$ cat config.mk
export PLATFORM = sky130hd
export DESIGN_NAME = mutex_arb_n
export DESIGN_NICKNAME = d
export VERILOG_FILES = /design/src/rtl/mutex_arb_n.sv
export SDC_FILE = /design/constraint.sdc
export NUM_CORES = 1
export LEC_CHECK = 0
export BUFFER_PORTS_ARGS = -buffer_cell sky130_fd_sc_hd__clkbuf_2
export CAP_MARGIN = 20
export CORE_AREA = 5 5 42 44
export DETAILED_ROUTE_END_ITERATION = 10
export DIE_AREA = 0 0 47 49
export HOLD_SLACK_MARGIN = 0.1
export PLACE_DENSITY = 0.72
export SLEW_MARGIN = 20
export SYNTH_ARGS = -nofsm -noshare
export SYNTH_HDL_FRONTEND = slang
export SYNTH_SLANG_ARGS = --single-unit
$ cat constraint.sdc
create_clock -name clk -period 2 [get_ports clk]
set_clock_uncertainty 0.2 [all_clocks]
set_input_delay 0.2 -clock clk [delete_from_list [all_inputs] [get_ports clk]]
set_output_delay 0.2 -clock clk [all_outputs]
set_load 0.02 [all_outputs]
$ cat src/rtl/mutex_arb_n.sv
// N-way clocked mutual-exclusion arbiter with optional request synchronisers.
// Fixed-priority or round-robin winner selection; a grant holds until its request drops.
module mutex_arb_n #(
    parameter int unsigned N           = 4,
    parameter int unsigned ROUND_ROBIN = 1,
    parameter int unsigned SYNC_STAGES = 2,
    parameter int unsigned OW          = (N > 1) ? $clog2(N) : 1
) (
    input  logic          clk,
    input  logic          rst,
    input  logic [N-1:0]  req,
    output logic [N-1:0]  gnt,
    output logic          busy,
    output logic [OW-1:0] owner
);

    typedef enum logic {
        IDLE  = 1'b0,
        GRANT = 1'b1
    } state_t;

    state_t        r_state;
    state_t        w_state_nxt;
    logic [N-1:0]  r_gnt;
    logic [N-1:0]  w_gnt_nxt;
    logic [N-1:0]  w_req_s;
    logic [N-1:0]  w_rot;
    logic [OW-1:0] r_owner;
    logic [OW-1:0] w_owner_nxt;
    logic [OW-1:0] w_win;
    logic          w_found;
    logic          w_hold;

    // Per-bit synchroniser chain; bits are independent, no cross-bit coherence.
    generate
        if (SYNC_STAGES == 0) begin : g_nosync
            assign w_req_s = req;
        end else begin : g_sync
            logic [N-1:0] r_sync [SYNC_STAGES];

            always_ff @(posedge clk or negedge rst) begin
                if (!rst) begin
                    for (int i = 0; i < int'(SYNC_STAGES); i++) begin
                        r_sync[i] <= '0;
                    end
                end else begin
                    r_sync[0] <= req;
                    for (int i = 1; i < int'(SYNC_STAGES); i++) begin
                        r_sync[i] <= r_sync[i-1];
                    end
                end
            end

            assign w_req_s = r_sync[SYNC_STAGES-1];
        end
    endgenerate

    // Rotate so bit 0 is the channel just after the last winner, then take the lowest set bit.
    always_comb begin
        w_found = 1'b0;
        w_win   = '0;
        w_rot   = (ROUND_ROBIN != 0)
                ? N'({w_req_s, w_req_s} >> ((32'(r_owner) + 32'd1) % N))
                : w_req_s;
        for (int i = 0; i < int'(N); i++) begin
            if (!w_found && w_rot[i]) begin
                w_found = 1'b1;
                w_win   = (ROUND_ROBIN != 0)
                        ? OW'((32'(r_owner) + 32'(i) + 32'd1) % N)
                        : OW'(i);
            end
        end
    end

    assign w_hold = |(w_req_s & r_gnt);

    always_comb begin
        w_state_nxt = r_state;
        w_gnt_nxt   = r_gnt;
        w_owner_nxt = r_owner;
        case (r_state)
            IDLE: begin
                if (w_found) begin
                    w_state_nxt = GRANT;
                    w_gnt_nxt   = N'(1) << w_win;
                    w_owner_nxt = w_win;
                end
            end
            GRANT: begin
                if (!w_hold) begin
                    w_state_nxt = IDLE;
                    w_gnt_nxt   = '0;
                end
            end
            default: begin
                w_state_nxt = IDLE;
                w_gnt_nxt   = '0;
            end
        endcase
    end

    always_ff @(posedge clk or negedge rst) begin
        if (!rst) begin
            r_state <= IDLE;
            r_gnt   <= '0;
            r_owner <= '0;
        end else begin
            r_state <= w_state_nxt;
            r_gnt   <= w_gnt_nxt;
            r_owner <= w_owner_nxt;
        end
    end

    assign gnt   = r_gnt;
    assign busy  = |r_gnt;
    assign owner = r_owner;

endmodule

==> flow_summary.json <==
{
  "coreArea_sq_mm": 0.00140,
  "die_h_microns": 49,
  "grt_max_degree": 16,
  "cts_tree": "built",
  "timing.slew.headroom": 0.755,
  "wl_met2_microns": 634,
  "setup.worst_path.start_class": "flip-flop",
  "clkLatencyLatePin_ps": 270,
  "avgViaCountPerCell": 5.51,
  "die_w_microns": 47,
  "drt_pass1_iterations": 2,
  "dp.cells": 78,
  "yosysSeqAreaShare": 0.593,
  "finalPower_mw": 1.16,
  "m1WireLength_microns": 568,
  "wl_met3_microns": 38,
  "final-max-slew-violation-count": 0,
  "synth_cell_type_count": 24,
  "tightest_slew_ps": 367,
  "synthCells": 50,
  "synth_edf_count": 0,
  "drv_cap": 0,
  "holdWs_ps": 155,
  "grt_setup_unrepaired": "false",
  "vias": 479,
  "p_leak_nw": 0.354,
  "fin_setup_tns_ps": 0,
  "drive_above_1_share": 0.282,
  "status": "complete, no violations",
  "netlist_area_sq_um": 633,
  "top_layer": "met3",
  "hold_viol": 0,
  "first_global_vias": 492,
  "timing.final.crit_share": 0.887,
  "criticalPathCategory": "flip-flop to output pin",
  "yosys_register_bits": 15,
  "routabilityCongestion": 0.840,
  "drcViolationCount": 0,
  "clk_pin_slew_ps": 80,
  "routedWlPerCell_microns": 14.3,
  "syn_area_per_cell_sq_um": 12.7,
  "diodes": 0,
  "clock.fmax_mhz": 564,
  "grtUsageTotal": 0.129,
  "async_flop_share": 1.00,
  "hold_path.class": "flip-flop to flip-flop",
  "ios": 13,
  "grt.overflow.total": 0,
  "clock_path_buffers": 2,
  "dpl.hpwl_microns": 884,
  "nets": 78,
  "worst-path-max-fanout": 4,
  "rows": 14,
  "grt_antenna_before_repair": 0,
  "root_buffer": "clkbuf_4",
  "finalNonFillerCells": 87,
  "drt_iter0_markers": 10,
  "io_buffers": 12,
  "peakVddDrop_mv": 0.680,
  "start_util": 0.452,
  "synth_nets": 56,
  "fin_crit_ps": 1770,
  "arrival_ps": 1370,
  "drt_wl_total_microns": 1240,
  "cts_made_buffers": 3,
  "htreeDepth": 1,
  "setup_viol": 0,
  "dieArea_sq_mm": 0.00230,
  "clock_sinks": 15,
  "area_growth_pct": 24.7,
  "ant_nets": 0,
  "p_per_area_mw_per_mm2": 1460,
  "grt_pass1_wl_microns": 2210,
  "worstSetupEndpointType": "output pin",
  "crit_required_ps": 1600,
  "post_cts_resized": 0,
  "synth_warnings": 0,
  "synth_ff_type": "dfrtp_1"
}
==> final timing paths <==
check,start,endpoint,slack (ps),cells past startpoint
max,gnt[1],busy,230,2
min,g_sync.r_sync[7],w_req_s[3],150,0
max reg2reg,w_req_s[1],gnt[1],400,4
min reg2reg,g_sync.r_sync[7],w_req_s[3],150,0
max in group asynchronous,rst,w_req_s[0],1160,2
min in group asynchronous,rst,gnt[1],170,2
==> per-layer routing <==
metal,GRT usage,vias to the layer above
li1,-,229
met1,0.176,243
met2,0.201,7
met3,0.0221,0
met4,0.0415,0
met5,0,-
==> what timing repair did <==
action / CTS / global route
setup buffers: 0 / 0
hold buffers: 5 / 0
endpoints found under the hold margin: 19 / 0
==> sequential cells by signal (all words and copies together), names as in the netlist <==
name / cells
gnt: 4
w_req_s: 4
g_sync.r_sync: 4
owner: 2
r_state: 1
==> synth_stat cells (2+ instances only) <==
cell,count,share of area
dfrtp_1,15,0.59
nand2_1,5,0.030
nor2_1,3,0.018
o21ai_0,3,0.024
a22o_1,2,0.028
nand2b_1,2,0.020
nand3_1,2,0.016
o2bb2ai_1,2,0.028
==> where the power goes <==
group          internal [mW]  switching (mW)  leakage, nW  total (mW)
registers              0.380           0.105        0.181       0.485
clock network         0.0772          0.0858       0.0150       0.163
logic                  0.211           0.298        0.158       0.509
total                  0.668           0.488        0.354        1.16
==> critical path, stage by stage, from the launching register on <==
cell	delay, ps
dfrtp_1	420
or4_1	520
clkbuf_2	170
==> placed cells by master (no fill, tap or decap), drive strengths merged, types with 2 or more instances in the layout <==
| master | n |
|---|---|
| a21oi | 2 |
| dfrtp | 15 |
| clkbuf | 16 |
| o21ai | 3 |
| a22o | 2 |
| nand3 | 2 |
| o2bb2ai | 2 |
| dlygate4sd3 | 5 |
| nor2 | 4 |
| nand2b | 2 |
| nand2 | 5 |
==> per-stage QoR <==
step	setup WS, ps	util	instance area [sq um]
after floorplan	492	-	633
after global placement	415	0.509	713
after detailed placement	411	0.509	713
after CTS	214	0.563	790
after global routing	170	0.563	790
final	227	0.563	790
==> cells by family after synthesis <==
kind of cell / after synthesis / share of synthesized area
AND/OR/NAND/NOR: 16 / 0.148
AO/OA/AOI/OAI: 17 / 0.237
multiplexers: 1 / 0.0158
buffers and inverters: 1 / 0.00592
flip-flops: 15 / 0.593
==> layout make-up <==
type,count,area (sq um)
clock buffer,4,26.3
inverter,1,3.75
sequential,15,375
multi-input combinational,34,254
tap,16,20.0
timing repair buffer,17,110
fill,117,612
No activity file was read; power rests on OpenSTA's default activity.
